==> src/rtl/swt_pkg.sv <==
// Shared constants for the slide-switch input conditioner.
// Synthesis uses the 10 ms debounce window; benches use the short one.
package swt_pkg;

  localparam int NUM_SWT_DEF         = 8;
  localparam int DEBOUNCE_CYCLES_DEF = 1000000;
  localparam int DEBOUNCE_CYCLES_SIM = 4;

  // The counter must be able to hold DEBOUNCE_CYCLES-1 without wrapping.
  function automatic int cnt_width(input int cycles);
    return $clog2(cycles + 1);
  endfunction

endpackage

==> src/rtl/swt_debounce_if.sv <==
// Event-mask handshake between the switch conditioner and its consumer.
interface swt_debounce_if #(
  parameter int NUM_SWT = 8
);

  logic [NUM_SWT-1:0] evt_mask;
  logic               evt_valid;
  logic               evt_ack;

  modport master (
    output evt_mask,
    output evt_valid,
    input  evt_ack
  );

  modport slave (
    input  evt_mask,
    input  evt_valid,
    output evt_ack
  );

endinterface

==> src/rtl/swt_debounce_bit.sv <==
// One switch lane: two-flop synchroniser, stability counter, clean level
// and registered rise/fall pulses that follow a clean-level change.
module swt_debounce_bit
  import swt_pkg::*;
#(
  parameter int   DEBOUNCE_CYCLES = DEBOUNCE_CYCLES_DEF,
  parameter int   CNT_W           = cnt_width(DEBOUNCE_CYCLES),
  parameter logic RESET_VAL       = 1'b0
) (
  input  logic clk,
  input  logic rst_n,
  input  logic din,
  output logic clean,
  output logic rise,
  output logic fall
);

  localparam logic [CNT_W-1:0] CNT_LAST = CNT_W'(DEBOUNCE_CYCLES - 1);

  logic             sync1;
  logic             sync2;
  logic             clean_prev;
  logic [CNT_W-1:0] cnt;
  logic             differ;
  logic             accept;

  assign differ = (sync2 != clean);
  assign accept = differ && (cnt == CNT_LAST);

  always_ff @(posedge clk or negedge rst_n) begin
    if (!rst_n) begin
      sync1 <= RESET_VAL;
      sync2 <= RESET_VAL;
    end else begin
      sync1 <= din;
      sync2 <= sync1;
    end
  end

  // Any return to the clean level throws away all accumulated stability.
  always_ff @(posedge clk or negedge rst_n) begin
    if (!rst_n) begin
      cnt   <= '0;
      clean <= RESET_VAL;
    end else begin
      if (!differ || accept) begin
        cnt <= '0;
      end else begin
        cnt <= cnt + CNT_W'(1);
      end
      if (accept) begin
        clean <= sync2;
      end
    end
  end

  // Pulses are derived from the clean level itself, so they land one
  // cycle after the clean output moves.
  always_ff @(posedge clk or negedge rst_n) begin
    if (!rst_n) begin
      clean_prev <= RESET_VAL;
      rise       <= 1'b0;
      fall       <= 1'b0;
    end else begin
      clean_prev <= clean;
      rise       <= clean & ~clean_prev;
      fall       <= ~clean & clean_prev;
    end
  end

endmodule

==> src/rtl/swt_debounce.sv <==
// Slide-switch conditioner: per-bit debounce lanes plus a sticky change
// mask that a downstream consumer drains with valid/ack.
module swt_debounce
  import swt_pkg::*;
#(
  parameter int                 NUM_SWT         = NUM_SWT_DEF,
  parameter int                 DEBOUNCE_CYCLES = DEBOUNCE_CYCLES_DEF,
  parameter int                 CNT_W           = cnt_width(DEBOUNCE_CYCLES),
  parameter logic [NUM_SWT-1:0] RESET_VAL       = '0
) (
  input  logic               clk,
  input  logic               rst_n,
  input  logic [NUM_SWT-1:0] swt,
  output logic [NUM_SWT-1:0] swt_clean,
  output logic [NUM_SWT-1:0] swt_rise,
  output logic [NUM_SWT-1:0] swt_fall,
  swt_debounce_if.master     evt
);

  logic [NUM_SWT-1:0] chg;
  logic [NUM_SWT-1:0] mask;
  logic               valid;

  for (genvar i = 0; i < NUM_SWT; i++) begin : g_lane
    swt_debounce_bit #(
      .DEBOUNCE_CYCLES (DEBOUNCE_CYCLES),
      .CNT_W           (CNT_W),
      .RESET_VAL       (RESET_VAL[i])
    ) u_lane (
      .clk   (clk),
      .rst_n (rst_n),
      .din   (swt[i]),
      .clean (swt_clean[i]),
      .rise  (swt_rise[i]),
      .fall  (swt_fall[i])
    );
  end

  assign chg   = swt_rise | swt_fall;
  assign valid = |mask;

  // An accepted ack clears the old bits but keeps whatever changed this cycle.
  always_ff @(posedge clk or negedge rst_n) begin
    if (!rst_n) begin
      mask <= '0;
    end else if (valid && evt.evt_ack) begin
      mask <= chg;
    end else begin
      mask <= mask | chg;
    end
  end

  assign evt.evt_mask  = mask;
  assign evt.evt_valid = valid;

endmodule

==> src/flat_wrapper.sv <==
// flat-port wrapper written by rule: the top's interface ports become plain ports
module swt_debounce_flat import swt_pkg::*;
#(
  parameter int                 NUM_SWT         = NUM_SWT_DEF,
  parameter int                 DEBOUNCE_CYCLES = DEBOUNCE_CYCLES_DEF,
  parameter int                 CNT_W           = cnt_width(DEBOUNCE_CYCLES),
  parameter logic [NUM_SWT-1:0] RESET_VAL       = '0
)
  (clk, rst_n, swt, swt_clean, swt_rise, swt_fall, evt_evt_mask, evt_evt_valid, evt_evt_ack);
  swt_debounce_if #(.NUM_SWT(NUM_SWT)) evt_i ();
  input  logic clk;
  input  logic rst_n;
  input  logic [NUM_SWT-1:0] swt;
  output logic [NUM_SWT-1:0] swt_clean;
  output logic [NUM_SWT-1:0] swt_rise;
  output logic [NUM_SWT-1:0] swt_fall;
  output wire logic [$bits(evt_i.evt_mask)-1:0] evt_evt_mask;
  output wire logic [$bits(evt_i.evt_valid)-1:0] evt_evt_valid;
  input wire logic [$bits(evt_i.evt_ack)-1:0] evt_evt_ack;
  assign evt_evt_mask = evt_i.evt_mask;
  assign evt_evt_valid = evt_i.evt_valid;
  assign evt_i.evt_ack = evt_evt_ack;
  swt_debounce #(.NUM_SWT(NUM_SWT), .DEBOUNCE_CYCLES(DEBOUNCE_CYCLES), .CNT_W(CNT_W), .RESET_VAL(RESET_VAL)) u_core (.clk(clk), .rst_n(rst_n), .swt(swt), .swt_clean(swt_clean), .swt_rise(swt_rise), .swt_fall(swt_fall), .evt(evt_i));
endmodule
==> config.mk <==
export PLATFORM = sky130hd
export DESIGN_NAME = swt_debounce_flat
export DESIGN_NICKNAME = d
export VERILOG_FILES = /design/src/rtl/swt_pkg.sv /design/src/rtl/swt_debounce_if.sv /design/src/rtl/swt_debounce_bit.sv /design/src/rtl/swt_debounce.sv /design/src/flat_wrapper.sv
export SDC_FILE = /design/constraint.sdc
export NUM_CORES = 1
export LEC_CHECK = 0
export BUFFER_PORTS_ARGS = -buffer_cell sky130_fd_sc_hd__buf_2
export CORE_ASPECT_RATIO = 1.25
export CORE_UTILIZATION = 46
export DETAILED_ROUTE_END_ITERATION = 10
export HOLD_SLACK_MARGIN = 0.08
export MAX_ROUTING_LAYER = met4
export PLACE_DENSITY = 0.62
export SETUP_SLACK_MARGIN = 0.2
export SLEW_MARGIN = 10
export SYNTH_ARGS = -nofsm -noshare
export SYNTH_HDL_FRONTEND = slang
export SYNTH_SLANG_ARGS = --single-unit
==> constraint.sdc <==
create_clock -name clk -period 2 [get_ports clk]
set_input_delay 0.3 -clock clk [delete_from_list [all_inputs] [get_ports clk]]
set_output_delay 0.3 -clock clk [all_outputs]
set_load 0.05 [all_outputs]
==> run summary <==
The count of nets left with antenna violations after detail routing is 0. The H-tree depth reported by CTS came out at 1. The normalized max-slew margin is 0.750.

For this run, the leading register cell type out of synthesis is dfrtp_1. The data arrival time of the critical path came out at 2.28 ns. Of the synthesized area, sequential elements account for 0.543. The worst register-to-register path has a depth of 4. STA classifies the critical path startpoint as a flop. The largest net degree at the start of global routing came out at 63.

The fraction of registers with async set or reset after synthesis came out at 1.00. The synthesized area per cell came out at 10.2 um2. Setup repair after global routing could not meet its margin everywhere. The total cell area at the placement stage came out at 0.0107 mm2.

The number of antenna violations at the first check in global routing is 0. The count of standard-cell rows came out at 59. The final count of pins violating max slew came out at 0. The count of maximum capacitance violations is 0.

For the pin with the worst max-slew slack, the measured transition is 0.374 ns. The net total in the final layout is 1,111. The via count of the first global-routing pass is 7,168. The synthesized instance count came out at 973.

The run finished with clean final reports. The global route total overflow is 0. The TritonCTS buffer count is 23. The critical path in this run is classified as reg2reg.

The number of nets handed over by synthesis was 992. The total core area came out at 0.0210 mm2. The setup violation total in the final timing report came out at 0. The share of the clock period used by the worst path after layout came out at 0.950. The final layout contains routed wiring with a total length of 19.7 mm. The clock-pin slew reported for the worst setup and hold paths after clock tree synthesis came out at 0.06 ns.

The post-synthesis instance area is 0.00995 mm2. The buffering stage count on the worst path with inverters included came out at 0. For this run, the total global-route usage over all layers was measured as 0.186.

The initial standard-cell utilization of the core is 0.473. In this run the worst path has a maximum fanout of 3. The worst slack at placement came out at 0.0464 ns.

The fmax came out at 526 MHz. The number of flops mapped to enable cells by yosys is 0. The floorplan step defined a die boundary enclosing 0.0222 mm2. The capturing element type of the critical path is a flop. The required time at the endpoint of the critical path is 2.38 ns. The cell area after layout is 0.0121 mm2. The slowest stage of the critical path is the or4b_4 cell. The signal on the critical path passes through nand3_2 > or4b_4 > or4_4 > mux2_4.

The warning count from the yosys run is 0. Using the TritonRoute via totals, the vias-per-cell ratio works out to 5.30. The number of endpoints with negative hold slack in the final report came out at 0. The cell family contributing the most delay on the critical path is simple AND/OR/NAND/NOR gates. The number of sinks handled by clock tree synthesis came out at 216.

The buffer levels on the longest clock path came out at 3. The number of iterations in the first detailed-routing pass came out at 4. The cell depth of the worst setup path came out at 4. For this design the ratio of total power to cell area is 752 mW/mm2.

The diode insertion count for antenna repair came out at 0. In the final routed layout, each cell accounts on average for 14.3 um. Routability-driven placement finished with a final weighted congestion of 0.844.

The post-layout minimum cycle time came out at 1.90 ns. The peak supply drop came out at 0.626 mV. Port buffering added 43 buffers.

The clock reaches the later pin of the worst-skew pair after 0.51 ns. The clock tree from TritonCTS is yes. The library cell used as clock root buffer is clkbuf_16. The final core utilization is 0.577. The first global-routing pass estimated 33.6 mm of wire. The leakage dissipation came out at 5.06 nW. On the final layout, the worst clock skew is 0.0116 ns.

After layout, the worst setup slack is 0.0995 ns. The area growth from synthesis to layout came out at 21.8%. The number of placed I/O pins is 44.

The HPWL after detailed placement is 12.7 mm. The vertical die dimension came out at 166 um. The count of vias placed by the detailed router came out at 7,330. The number of different library cells in the post-synthesis netlist is 46.

Of the cells placed in the final design, the portion with a size suffix greater than 1 is 0.212. The delay of the slowest cell on the worst path came out at 0.56 ns. The worst hold path belongs to the class in2async. The iteration-0 DRC count of the detailed router is 301. In this run, synthesis produced a sequential element count of 216. The die is 134 um wide. In the final timing run, aggregate negative setup slack is 0 ns. The residual DRC count is 0.
[stage by stage]
step           hold slack, ns  std cells  power, mW
6_report                0.218       1382       9.12
5_1_grt                 0.226       1382       9.48
3_5_place_dp            0.150       1291       4.85
3_3_place_gp            0.151       1291       4.85
2_1_floorplan         0.00441        973       4.67
4_1_cts                 0.211       1362       9.23
[where the power goes]
group | internal [mW] | total [mW] | switching, mW | leakage, nW
Clock | 2.59 | 4.29 | 1.71 | 0.379
Combinational | 0.138 | 0.346 | 0.208 | 1.73
Sequential | 4.43 | 4.48 | 0.0550 | 2.95
Total | 7.15 | 9.12 | 1.97 | 5.06
[cells in the mapped netlist, types with 3 or more instances]
cell	number	area, um2
a21oi_1	34	170
and3_1	12	75.1
or4b_1	4	40.0
nor4_1	32	200
o31ai_1	20	150
and2_1	4	25.0
o21ai_0	24	120
mux2i_1	5	50.1
clkbuf_1	9	33.8
nand4_1	38	238
and4_1	6	52.6
nand2_1	49	184
nor4bb_1	3	30.0
nand3_1	56	280
nor3_1	38	190
or2_2	3	18.8
xnor2_1	75	657
mux2_1	3	33.8
nor2b_1	16	100
or4_1	21	158
inv_1	39	146
ha_1	8	100
dfrtp_1	216	5410
buf_4	25	188
buf_2	6	30.0
or3_1	15	93.8
mux2_2	5	56.3
nor4b_1	4	35.0
xor2_1	39	342
nor2_1	144	541
[timing repair]
item                                    in CTS  in global routing
hold buffers                                10                  0
endpoints found under the setup margin      74                101
buffers inserted                            17                 19
resized for setup                           22                 45
hold endpoints to repair                   229                  0
pin swaps                                    9                 21
gates cloned                                 3                  1
[registers in the layout (all words and copies together) (netlist names)]
register                         cells
u_core.g_lane.u_lane.clean           8
u_core.evt.evt_mask                  8
u_core.g_lane.u_lane.fall            8
u_core.g_lane.u_lane.cnt           160
u_core.g_lane.u_lane.sync2           8
u_core.g_lane.u_lane.clean_prev      8
u_core.g_lane.u_lane.sync1           8
u_core.g_lane.u_lane.rise            8
[per-layer routing]
layer	track usage	routed length, um	vias to the layer above
li1	-	-	3615
met2	0.316	9730	107
met5	-	0	-
met1	0.232	9010	3578
met4	0.0524	347	0
met3	0.0253	654	30
[logic make-up after synthesis]
family | synth area share
AO/OA/AOI/OAI | 0.0539
XOR/XNOR | 0.100
adder cells (fa/ha/maj) | 0.0101
buffers and inverters | 0.0400
flip-flops | 0.543
multiplexers | 0.0141
AND/OR/NAND/NOR | 0.239
[cell type report]
type / instances / area (um2)
flip-flops and latches: 216 / 5410
repair buffers: 134 / 1010
clock inverters: 8 / 92.6
inverters: 39 / 146
multi-input cells: 678 / 4450
fillers: 1800 / 8910
clock buffers: 33 / 673
well taps: 274 / 343
[worst paths after layout]
kind	start	end	slack, ns
min	rst_n	u_core.g_lane[7].u_lane.sync2	0.22
max reg2reg	u_core.g_lane[5].u_lane.cnt[18]	u_core.g_lane[5].u_lane.clean	0.1
min in group clk	u_core.g_lane[3].u_lane.sync1	u_core.g_lane[3].u_lane.sync2	0.35
max in group asynchronous	rst_n	u_core.g_lane[2].u_lane.cnt[5]	1.16
min reg2reg	u_core.g_lane[3].u_lane.sync1	u_core.g_lane[3].u_lane.sync2	0.35
max	u_core.g_lane[5].u_lane.cnt[18]	u_core.g_lane[5].u_lane.clean	0.1
[cells in the final DEF (no fill, tap or decap), types with 5 or more instances in the layout]
cell type / Yosys / layout
clkbuf_8: 0 / 6
inv_1: 39 / 39
a21oi_2: 0 / 5
nand3_2: 1 / 7
dfrtp_2: 0 / 5
buf_6: 0 / 6
mux2i_1: 5 / 5
o21ai_0: 24 / 24
or4b_4: 0 / 5
clkinv_2: 0 / 5
o31ai_1: 20 / 16
buf_4: 25 / 72
nor4_1: 32 / 31
nor2_1: 144 / 138
or4_4: 0 / 8
xnor2_1: 75 / 75
and4_1: 6 / 6
nor3_1: 38 / 35
xor2_1: 39 / 39
or3_1: 15 / 12
buf_2: 6 / 41
or4_1: 21 / 13
nand4_1: 38 / 38
nand2_1: 49 / 46
clkbuf_16: 0 / 23
nand3_1: 56 / 50
dfrtp_1: 216 / 211
and3_1: 12 / 11
nor2b_1: 16 / 16
dlygate4sd3_1: 0 / 10
a21oi_1: 34 / 29
mux2_2: 5 / 5
(Power assumes the default switching activity.)
